### src/rtl/if_stage.sv
// Instruction-fetch stage: owns the fetch PC, drives a single-outstanding OBI-style
// instruction port and buffers returned words with their PCs in a small prefetch FIFO.
module if_stage #(
    parameter logic [31:0] BOOT_ADDR  = 32'h0000_0000,
    parameter int          FIFO_DEPTH = 2
) (
    input  logic        clk_i,
    input  logic        rst_ni,
    input  logic        fetch_enable_i,
    output logic        instr_req_o,
    output logic [31:0] instr_addr_o,
    input  logic        instr_gnt_i,
    input  logic        instr_rvalid_i,
    input  logic [31:0] instr_rdata_i,
    input  logic [1:0]  pc_mux_i,
    input  logic [31:0] jump_target_i,
    input  logic [31:0] branch_target_i,
    input  logic        id_ready_i,
    output logic        instr_valid_o,
    output logic [31:0] instr_rdata_o,
    output logic [31:0] pc_id_o,
    output logic [1:0]  dbg_state_o
);

    // Memory handshake: a request transfers in the cycle where instr_req_o and
    // instr_gnt_i are both high; the response is the next instr_rvalid_i seen in WAIT.
    // Decode handshake: the FIFO head transfers when instr_valid_o and id_ready_i are high.

    localparam int AW = (FIFO_DEPTH > 1) ? $clog2(FIFO_DEPTH) : 1;
    localparam int CW = $clog2(FIFO_DEPTH + 1);

    localparam logic [1:0] S_IDLE = 2'd0;
    localparam logic [1:0] S_REQ  = 2'd1;
    localparam logic [1:0] S_WAIT = 2'd2;

    localparam logic [1:0] PC_INCR   = 2'b00;
    localparam logic [1:0] PC_JAL    = 2'b01;
    localparam logic [1:0] PC_BRANCH = 2'b10;

    logic [1:0]    state_q, state_d;
    logic [31:0]   fetch_addr_q;
    logic [31:0]   req_addr_q;
    logic [31:0]   inflight_pc_q;
    logic          discard_q;
    logic [CW-1:0] count_q;
    logic [AW-1:0] rd_ptr_q, wr_ptr_q;
    logic [31:0]   fifo_pc_q    [FIFO_DEPTH];
    logic [31:0]   fifo_instr_q [FIFO_DEPTH];

    logic          redirect;
    logic [31:0]   redirect_target;
    logic [31:0]   target_aligned;
    logic [CW:0]   occupancy;
    logic          space;
    logic          issue_idle;
    logic          gnt_fire;
    logic          resp_fire;
    logic          push;
    logic          pop;

    assign redirect = (pc_mux_i != PC_INCR);

    always_comb begin
        redirect_target = BOOT_ADDR;
        case (pc_mux_i)
            PC_JAL:    redirect_target = jump_target_i;
            PC_BRANCH: redirect_target = branch_target_i;
            default:   redirect_target = BOOT_ADDR;
        endcase
    end

    assign target_aligned = {redirect_target[31:2], 2'b00};

    // A fetch in REQ or WAIT already owns a FIFO slot for its response.
    assign occupancy = {1'b0, count_q} + {{CW{1'b0}}, (state_q != S_IDLE)};
    assign space     = (32'(occupancy) < FIFO_DEPTH);

    assign issue_idle   = (state_q == S_IDLE) && fetch_enable_i && space && !redirect;
    assign instr_req_o  = issue_idle || (state_q == S_REQ);
    assign instr_addr_o = (state_q == S_REQ) ? req_addr_q : fetch_addr_q;
    assign gnt_fire     = instr_req_o && instr_gnt_i;
    assign resp_fire    = (state_q == S_WAIT) && instr_rvalid_i;

    assign push = resp_fire && !discard_q && !redirect;
    assign pop  = instr_valid_o && id_ready_i && !redirect;

    always_comb begin
        state_d = state_q;
        case (state_q)
            S_IDLE:  if (issue_idle) state_d = instr_gnt_i ? S_WAIT : S_REQ;
            S_REQ:   if (instr_gnt_i) state_d = S_WAIT;
            S_WAIT:  if (instr_rvalid_i) state_d = S_IDLE;
            default: state_d = S_IDLE;
        endcase
    end

    always_ff @(posedge clk_i or negedge rst_ni) begin
        if (!rst_ni) begin
            state_q       <= S_IDLE;
            fetch_addr_q  <= BOOT_ADDR;
            req_addr_q    <= BOOT_ADDR;
            inflight_pc_q <= 32'h0;
            discard_q     <= 1'b0;
        end else begin
            state_q <= state_d;
            // fetch_addr_q always names the next address to issue; a stalled
            // request keeps its own copy in req_addr_q so redirects cannot move it.
            if (issue_idle) begin
                fetch_addr_q <= fetch_addr_q + 32'd4;
                if (!instr_gnt_i) req_addr_q <= fetch_addr_q;
            end
            if (gnt_fire) inflight_pc_q <= instr_addr_o;
            if (resp_fire && discard_q) discard_q <= 1'b0;
            if (redirect) begin
                fetch_addr_q <= target_aligned;
                // A response landing in this same cycle is flushed anyway.
                if ((state_q == S_REQ) || ((state_q == S_WAIT) && !instr_rvalid_i))
                    discard_q <= 1'b1;
            end
        end
    end

    always_ff @(posedge clk_i or negedge rst_ni) begin
        if (!rst_ni) begin
            count_q  <= '0;
            rd_ptr_q <= '0;
            wr_ptr_q <= '0;
            for (int i = 0; i < FIFO_DEPTH; i++) begin
                fifo_pc_q[i]    <= 32'h0;
                fifo_instr_q[i] <= 32'h0;
            end
        end else if (redirect) begin
            count_q  <= '0;
            rd_ptr_q <= '0;
            wr_ptr_q <= '0;
        end else begin
            if (push) begin
                fifo_pc_q[wr_ptr_q]    <= inflight_pc_q;
                fifo_instr_q[wr_ptr_q] <= instr_rdata_i;
                wr_ptr_q               <= wr_ptr_q + AW'(1);
            end
            if (pop) rd_ptr_q <= rd_ptr_q + AW'(1);
            count_q <= count_q + CW'(push) - CW'(pop);
        end
    end

    assign instr_valid_o = (count_q != '0);
    assign instr_rdata_o = fifo_instr_q[rd_ptr_q];
    assign pc_id_o       = fifo_pc_q[rd_ptr_q];
    assign dbg_state_o   = state_q;

endmodule

### config.mk
export PLATFORM = sky130hd
export DESIGN_NAME = if_stage
export DESIGN_NICKNAME = d
export VERILOG_FILES = /design/src/rtl/if_stage.sv
export SDC_FILE = /design/constraint.sdc
export NUM_CORES = 1
export LEC_CHECK = 0
export ABC_AREA = 0
export BUFFER_PORTS_ARGS = -buffer_cell sky130_fd_sc_hd__buf_4
export CELL_PAD_IN_SITES_DETAIL_PLACEMENT = 1
export CELL_PAD_IN_SITES_GLOBAL_PLACEMENT = 1
export CORE_MARGIN = 1
export CORE_UTILIZATION = 40
export CTS_CLUSTER_DIAMETER = 30
export CTS_CLUSTER_SIZE = 28
export DETAILED_ROUTE_END_ITERATION = 16
export PLACE_DENSITY_LB_ADDON = 0.1
export SLEW_MARGIN = 20
export SYNTH_ARGS = -nofsm -noshare
export SYNTH_HDL_FRONTEND = slang
export SYNTH_SLANG_ARGS = --single-unit
### constraint.sdc
create_clock -name clk_i -period 5.8 [get_ports clk_i]
set_clock_uncertainty 0.1 [all_clocks]
set_input_delay 1.16 -clock clk_i [delete_from_list [all_inputs] [get_ports clk_i]]
set_output_delay 1.16 -clock clk_i [all_outputs]
set_load 0.02 [all_outputs]
After elaboration in Yosys (flattened, before gate mapping)
Cells that the tools add are included.
{ "op_classes": {"n_addsub": 6, "n_lt_le_gt_ge": 4, "eq_ne": 7, "muxes": 27, "bitwise": 4, "n_reduce_logical": 27} }
{ "ops": {"columns": ["op", "count"], "rows": [
  ["2-to-1 mux 32 bit", 10],
  ["bitwise mux 64 bit", 2],
  ["one-hot mux 32 bit (2 select lines)", 1],
  ["adder 32 x 3 -> 32 bit (second input constant)", 1],
  ["demux 32 bit (select 1 bit)", 1],
  ["logical AND 1 bit", 12],
  ["nonzero test 2 bit", 6],
  ["2-to-1 mux 2 bit", 5],
  ["2-to-1 mux 1 bit", 7],
  ["inequality test 2 bit (second input constant)", 3],
  ["one-hot mux 2 bit (3 select lines)", 1],
  ["== test 2 x 1 -> 1 bit (second input constant)", 2],
  ["== test 2 bit (second input constant)", 2],
  [">= comparator 2 bit (second input constant)", 2],
  ["inverter 1 -> 2 bit", 2],
  ["AND reduction 2 bit", 2],
  ["adder 2 x 1 -> 3 bit", 1],
  ["zero test 1 bit", 3],
  ["< comparator 3 x 2 -> 1 bit (second input constant)", 1],
  ["AND reduction 3 bit", 1],
  ["adder 1 bit (second input constant)", 2],
  ["adder 2 x 1 -> 2 bit", 1],
  ["zero test 2 bit", 1],
  ["logical OR 1 bit", 2],
  ["3 further kinds", 4]
]} }
{ "word_totals": {"ff_bits": 231, "in_bits": 104, "elab_cells": 87} }

Logic depth before layout (Yosys ltp)
Gate-level depths: netlist of run 1.
{ "depth": {"word_depth": 7, "depth_mapped": 11, "ltp_nobuf": 8} }

Worst setup path after synthesis of run 1
No wires, ideal clock.
{ "synth_path": {"kind": "input port to output port", "startpoint": "input port pc_mux_i[0]", "endpoint": "output port instr_req_o", "t_arrival_ns": 2.058, "path_slack_ns": 2.482, "stages": 5, "path_buffers": 1, "cell_sequence": "inv_1 -> ha_1 -> clkbuf_1 -> nand3b_1 -> a21oi_1"} }
{ "synth_between": {"elab_chain_cells": 4} }
{ "synth_lines": {"columns": ["item", "line", "source"], "rows": [
  ["from (decl)", "15", "input logic [1:0] pc_mux_i,"],
  ["nonzero test 2 bit", "61", "assign redirect = (pc_mux_i != PC_INCR);"],
  ["zero test 1 bit", "78", "assign issue_idle = (state_q == S_IDLE) && fetch_enable_i && space && !redirect;"],
  ["logical AND 1 bit", "78", null],
  ["logical OR 1 bit", "79", "assign instr_req_o = issue_idle || (state_q == S_REQ);"],
  ["to (decl)", "10", "output logic instr_req_o,"]
]} }
Every way passes these cells.

Final worst setup path of run 1
{ "layout_path": {"startpoint": "register rd_ptr_q", "endpoint": "output port pc_id_o[25]"} }
{ "layout_between": {"elab_chain_cells": 4} }
{ "layout_lines": {"columns": ["item", "line", "source"], "rows": [
  ["from (decl)", "46", "logic [AW-1:0] rd_ptr_q, wr_ptr_q;"],
  ["from (signal assigned)", "142", "if (pop) rd_ptr_q <= rd_ptr_q + AW'(1);"],
  ["inverter 1 -> 2 bit (implied by the code)", "149", "assign pc_id_o = fifo_pc_q[rd_ptr_q];"],
  ["2-to-1 mux 32 bit (implied by the code) (3 in series)", "149", null],
  ["to (decl)", "21", "output logic [31:0] pc_id_o,"]
]} }
Every way passes these cells. The select of a mux whose other input is x is not followed.

==> summary.txt, run 1 <==
CTS
  – Hold buffer count at cts: 0
  – H-tree depth: 2
  – Post-CTS Setup Bufs: 0
  – CTS tree: built
  – CTS buffer count: 47
  – Clk sinks: 221
  – Reg clk slew, reported paths: 0.04 ns
  – CTS Buffer Depth: 3
  – CTS root buf: clkbuf_16
  – Worst-Skew Late Latency: 0.52 ns
  – Post_cts resized: 0

Synth
  – Top cells by area, synth: dfrtp_1 53%, mux2_2 30%, a22oi_1 1.7%
  – Ys Warns: 0
  – Mapped Area: 10400 µm²
  – Synth cell count leaders: 274 x mux2_2, 221 x dfrtp_1, 44 x nand2_1
  – Post-Synth Adder-Cell Area: 0.721%
  – Post-synth top area share: 53.1%
  – Synth Register Bits: 221
  – Number of synthesized flops with an enable pin: 0
  – Simple-gate portion of the synthesized area: 6.33%
  – Post-synth top flop: dfrtp_1
  – Fraction of registers with async set/reset: 100%
  – Synth Area in XOR/XNOR: 1.60%
  – Post-synthesis compound-gate area fraction: 5.99%
  – Syn avg cell area: 13.0 µm²
  – Sequential fraction of the synthesis area: 53.1%
  – Post-synthesis cell count: 799
  – Mux share of post-synthesis cell area: 29.6%
  – Synth area leader: dfrtp_1
  – Yosys cell types: 50
  – Most frequent cell after synthesis: mux2_2
  – Largest family of logic cells by synthesized area: multiplexers

Timing
  – Setup TNS: 0 ns
  – Final hold vios: 0
  – Rel. slew slack: 33.2%
  – Max Fclk: 0.259 GHz
  – Tmin final: 3.85 ns
  – Max Slew Vio Count: 0
  – Slew @ Worst Pin: 1.00 ns
  – Period utilisation layout: 66.5%
  – RSZ-0062 raised after global routing: false
  – Final setup vio count: 0

Die
  – Die width: 163 µm
  – # rows: 58
  – IO Count: 204
  – Die extent in y: 163 µm
  – Die area: 26700 µm²
  – Core area: 25300 µm²
  – Starting Density: 41.1%

GRT
  – Largest net degree at the start of global routing: 140
  – Met3 Resource Use GR: 3.63%
  – Total grt overflow: 0
  – Via count of the first global-routing pass: 7683
  – Met2 Resource Use GR: 30.7%
  – M1 GR Usage: 27.7%
  – Tot GR Track Use: 19.7%
  – Antenna violations before repair: 0
  – First-pass GRT wire length: 41500 µm
  – Gr busiest metal: met2

Route
  – WL per Instance: 18.5 µm
  – Post-route ant nets: 0
  – Final wirelength: 25300 µm
  – DR pass1 iterations: 4
  – Via density: 5.21
  – DRC Markers: 0
  – DR iter-0 viols: 316
  – Via Count: 7107

Place
  – PortBufs: 195
  – Cells after DPL: 1280
  – Placer Congestion: 0.736
  – HPWL Detailed: 16100 µm

Power
  – Gate power share: 14.1%
  – NetSw: 1.30 mW
  – PD cells: 392 nW/µm²
  – Leakage power: 6.88 nW
  – Sw Share: 23.8%
  – Final Total Pwr: 5.45 mW
  – Sequential Power Share: 33.1%
  – Internal: 4.15 mW
  – Clock share of power: 52.8%
  – VDD IR-drop max: 0.000245 V

Cells and area
  – Post-layout instance count excluding filler cells: 1365
  – Nets@finish: 1110
  – Share of layout cells above drive strength 1: 55.0%
  – Core Util, Final: 54.9%
  – # diodes: 0
  – Layout area overhead: 33.6%

Setup path
  – CP arrival: 2.59 ns
  – Critical R2R Launch: dbg_state_o[1]
  – Launch point of the critical path: rd_ptr_q
  – Req. time, crit path: 4.54 ns
  – Startpoint Class: flip-flop
  – CP endpoint kind: output port
  – CP max FO: 40
  – WS Path Type: reg2out

Flow run
  – Max-cap viol count: 0

Hold path
  – Hold Crit Start: req_addr_q[7]
  – Hold Path Class: reg2reg

Outcome
  – Status: finished clean
## power by group through the flow
stage	sequential, mW	combinational (mW)	clock (mW)
3_5_place_dp	1.83	0.771	0
6_report	1.81	0.769	2.87
2_1_floorplan	1.79	0.476	0
4_1_cts	1.81	0.779	2.93
3_3_place_gp	1.82	0.759	0
5_1_grt	1.83	0.833	3.01
## placed cells by master (no fill, tap or decap), types with 9 or more instances in the layout
cell type  instances
nor3_1            12
nand3_1           10
nand4_1           10
dfrtp_1          220
clkbuf_16         49
o21ai_0           15
nand2_1           44
mux2_2           274
o2bb2ai_1         10
clkbuf_8          10
a21oi_1           20
xnor2_1           18
nor2_1            19
bufinv_16          9
a22oi_1           24
buf_4            201
## logic make-up (layout without fill, tap and decap cells)
logic type | count (synthesis) | after routing
and+or+nand+nor | 126 | 126
other | 1 | 4
adders and majority gates | 6 | 6
AOI/OAI and AO/OA | 91 | 91
buffers and inverters | 61 | 294
muxes | 274 | 274
xor gates and xnor gates | 19 | 19
DFF | 221 | 221
## final timing paths
path                               endpoint  slack (ns)  depth (start not counted)
setup reg to reg              fifo_pc_q[30]        3.09                          4
max in group asynchronous     fifo_pc_q[29]        3.85                          3
hold reg to reg               req_addr_q[7]        0.38                          2
min in group asynchronous  fifo_instr_q[25]        0.46                          1
hold / removal                req_addr_q[7]        0.38                          2
setup / recovery                pc_id_o[25]        1.95                          3
## worst max-delay path: stages, from the launching register on
cell and delay, ns:
dfrtp_2 0.99, buf_4 0.51, mux2_2 0.39, buf_4 0.16
## per-layer routing
layer / vias to the layer above / part of all wire (%)
met5: - / 0
met4: 0 / 2.0
li1: 3321 / -
met3: 48 / 4.8
met2: 204 / 46
met1: 3534 / 47
## state kept, by name, summed over array words and instances (netlist names)
name and flops:
req_addr_q 30, inflight_pc_q 30, fifo_pc_q 60, count_q 2, dbg_state_o 2, wr_ptr_q 1, fifo_instr_q 64, discard_q 1
rd_ptr_q 1, fetch_addr_q 30
## final cells by class
class | instances | area (µm²)
inverter | 6 | 22.5
clock inverter | 19 | 338
sequential | 221 | 5530
clock buffer | 65 | 1390
timing repair buffer | 204 | 1570
multi-input combinational | 520 | 4640
tap | 330 | 413
fill | 2562 | 11400
## stage by stage
step	hold slack, ns	cell area [µm²]	worst slack (ns)
finish	0.383	13900	1.95
global route	0.409	13900	1.78
CTS	0.383	13900	1.85
detailed placement	0.373	12200	2.01
global placement	0.362	12200	2.06
floorplan	0.350	10400	2.48
(Power assumes the default switching activity.)
==> inputs of run 2 (changes only) <==
--- a/config.mk
+++ b/config.mk
@@ -5,12 +5,12 @@
 export SDC_FILE = /design/constraint.sdc
 export NUM_CORES = 1
 export LEC_CHECK = 0
-export ABC_AREA = 0
+export ABC_AREA = 1
 export BUFFER_PORTS_ARGS = -buffer_cell sky130_fd_sc_hd__buf_4
 export CELL_PAD_IN_SITES_DETAIL_PLACEMENT = 1
 export CELL_PAD_IN_SITES_GLOBAL_PLACEMENT = 1
 export CORE_MARGIN = 1
-export CORE_UTILIZATION = 40
+export CORE_UTILIZATION = 37
 export CTS_CLUSTER_DIAMETER = 30
 export CTS_CLUSTER_SIZE = 28
 export DETAILED_ROUTE_END_ITERATION = 16
==> constraint.sdc (replaced) <==
create_clock -name clk_i -period 3.2 [get_ports clk_i]
set_clock_uncertainty 0.1 [all_clocks]
set_input_delay 0.64 -clock clk_i [delete_from_list [all_inputs] [get_ports clk_i]]
set_output_delay 0.64 -clock clk_i [all_outputs]
set_load 0.02 [all_outputs]
==> run 2 against run 1 <==
  * Synthesized cell count is 75% higher
  * Wire length rose by 29%
  * Synthesized area is 2.9% higher
  * Core utilization down 3.3 points
  * Register-to-register slack worse by 2.0 ns
  * Die area up 11%
  * Combinational power grew to 2.7 times the previous value
  * Critical path type unchanged
  * Largest power group unchanged
==> summary.txt, run 2 <==
GRT
  – Largest net degree at the start of global routing: 74
  – Antenna violations before repair: 0
  – First-pass GRT wire length: 53700 µm
  – Total grt overflow: 0
  – Tot GR Track Use: 22.9%
  – Via count of the first global-routing pass: 10400

Hold path
  – Hold Crit Start: instr_gnt_i
  – Hold Path Class: in2reg
  – Hold Path Sink: dbg_state_o[0]
  – Hold Path Depth: 2

Die
  – # rows: 61
  – Starting Density: 38.0%
  – Core area: 28200 µm²
  – Die extent in y: 172 µm
  – Die area: 29600 µm²
  – IO Count: 204
  – Die width: 172 µm

Synth
  – Post-synth top flop: dfrtp_1
  – Number of synthesized flops with an enable pin: 0
  – Top cells by area, synth: dfrtp_1 52%, nand2_1 18%, o21ai_0 7.0%
  – Yosys cell types: 33
  – Fraction of registers with async set/reset: 100%
  – Most frequent cell after synthesis: nand2_1
  – Sequential fraction of the synthesis area: 51.6%
  – Syn avg cell area: 7.65 µm²
  – Post-Synth Adder-Cell Area: 0.701%
  – Simple-gate portion of the synthesized area: 24.2%
  – Post-synth top area share: 51.6%
  – Synth Area in XOR/XNOR: 0.164%
  – Ys Warns: 0
  – Mapped Area: 10700 µm²
  – Synth area leader: dfrtp_1
  – Post-synthesis cell count: 1400
  – Mux share of post-synthesis cell area: 0%
  – Synth Register Bits: 221
  – Post-synthesis compound-gate area fraction: 15.0%
  – Largest family of logic cells by synthesized area: simple AND/OR/NAND/NOR gates
  – Synth cell count leaders: 524 x nand2_1, 221 x dfrtp_1, 150 x o21ai_0

Cells and area
  – Share of layout cells above drive strength 1: 19.9%
  – Layout area overhead: 35.7%
  – Footprint of the multi-input gates: 4330 µm²
  – # diodes: 0
  – Largest register FFs: 64
  – Commonest non-fill, non-tap cell in the layout: nand2_1
  – Most frequent cells in the layout: 523 x nand2_1, 220 x dfrtp_1, 209 x buf_4
  – Filler cells: 3410
  – Sequential cell area: 5530 µm²
  – Biggest regs: fifo_instr_q x64, fifo_pc_q x60
  – Nets@finish: 1708
  – Register name with the most flops: fifo_instr_q
  – Core Util, Final: 51.6%

Route
  – Via Count: 9906
  – WL per Instance: 16.2 µm
  – DR iter-0 viols: 453
  – DR pass1 iterations: 5
  – Post-route ant nets: 0
  – Via density: 4.90
  – DRC Markers: 0
  – Final wirelength: 32600 µm

Timing
  – RSZ-0062 raised after global routing: false
  – Tmin final: 3.00 ns
  – Fin Hold WS: 0.230 ns
  – Rel. slew slack: 46.7%
  – Max Fclk: 0.333 GHz
  – Setup ws final: 0.200 ns
  – Period utilisation layout: 93.8%
  – Setup TNS: 0 ns
  – Final setup vio count: 0
  – Slew @ Worst Pin: 0.799 ns
  – Max Slew Vio Count: 0
  – Final hold vios: 0

CTS
  – Reg clk slew, reported paths: 0.04 ns
  – Post_cts resized: 0
  – CTS Buffer Depth: 3
  – Worst-Skew Late Latency: 0.55 ns
  – Clk sinks: 221
  – CTS buffer count: 55
  – H-tree depth: 2
  – CTS tree: built
  – CTS root buf: clkbuf_16

Setup path
  – Worst reg2reg path depth: 9
  – Cell-by-cell trace of the critical path: inv_1 -> nand2_2 -> buf_12 -> nor2_1 -> a21oi_1 -> buf_4
  – CP max stage cell: dfrtp_1
  – Worst path max stage delay: 0.39 ns
  – Critical R2R Launch: fetch_addr_q[2]
  – Req. time, crit path: 2.46 ns
  – Buf+Inv Stages, Crit Path: 3
  – R2r setup slk: 1.12 ns
  – RR Endpoint: fetch_addr_q[22]
  – WS Path Type: reg2out
  – CP max FO: 48
  – Startpoint Class: flip-flop
  – Top delay family on crit path: buffers and inverters
  – CP arrival: 2.26 ns
  – CP endpoint kind: output port

Place
  – Dpl ws: 0.645 ns
  – Placer Congestion: 0.824
  – HPWL Detailed: 21900 µm
  – PortBufs: 195

Power
  – Leakage power: 7.40 nW
  – VDD IR-drop max: 0.000421 V
  – PD cells: 779 nW/µm²

Flow run
  – Max-cap viol count: 0

Outcome
  – Status: finished clean
run 2: changes by cell type in the layout (fill, tap and decap cells not counted), moves of 30 or more:
cell | before | now
nand2_1 | 44 | 523
mux2_2 | 274 | 0
o21ai_0 | 15 | 150
inv_1 | 6 | 126
nor2_1 | 19 | 93
o21ai_1 | 0 | 47
a21oi_1 | 20 | 50
run 2: cell families after synthesis:
group | count (synthesis)
AOI/OAI and AO/OA | 291
DFF | 221
and+or+nand+nor | 669
buffers and inverters | 210
other | 1
adders and majority gates | 6
xor gates and xnor gates | 2
run 2: final cells by class:
class,instances,area share [%]
flip-flops and latches,221,38.0
well taps,378,3.25
repair buffers,219,12.1
inverters,129,3.33
multi-input cells,972,29.8
clock inverters,24,2.56
clock buffers,77,10.9
run 2: worst max path at each step:
stage              startpoint          endpoint  slack [ns]  cells after the start
2_1_floorplan     pc_mux_i[0]        count_q[1]        0.90                     11
3_3_place_gp      pc_mux_i[0]        count_q[1]        0.70                     10
3_5_place_dp      pc_mux_i[1]        count_q[1]        0.65                     10
4_1_cts        dbg_state_o[1]  instr_addr_o[29]        0.14                      6
5_1_grt        dbg_state_o[1]  instr_addr_o[29]        0.03                      6
6_report       dbg_state_o[1]  instr_addr_o[28]        0.20                      6
run 2: power by group:
group | total [mW] | leakage, nW | internal, mW | switching [mW]
logic | 2.04 | 3.46 | 0.798 | 1.24
registers | 3.52 | 2.98 | 3.27 | 0.253
clock network | 5.77 | 0.958 | 4.07 | 1.70
total | 11.3 | 7.40 | 8.14 | 3.19
run 2: per-layer routing:
metal	routed length, µm	global-route usage [%]	vias to the layer above	part of all wire [%]
met4	710	6.77	0	2.2
met3	1370	4.01	56	4.2
met2	16100	40.6	193	49
met5	0	0	-	0
li1	-	-	4851	-
met1	14500	28.4	4806	44
run 2: through the flow:
stage                     cells  total power [mW]  instance area, µm²
after CTS                  2020              11.5               14500
final                      2020              11.3               14500
after global routing       2020              11.9               14500
after global placement     1918              5.54               12600
after floorplan            1403              4.68               10700
after detailed placement   1918              5.61               12600
run 2: repair_timing:
action / 4_1_cts / 5_1_grt
setup buffers: 0 / 0
hold buffers: 1 / 0
hold endpoints to repair: 49 / 0
run 2: worst register-to-register path: stages (launching register included):
cell     delay [ns]
dfrtp_1        0.41
ha_1           0.21
nand2_1        0.08
nor2_1         0.16
nand2_1        0.15
nor2_1         0.49
nand2_1        0.12
nand2_1        0.09
nand3_1        0.06
a21oi_1        0.13
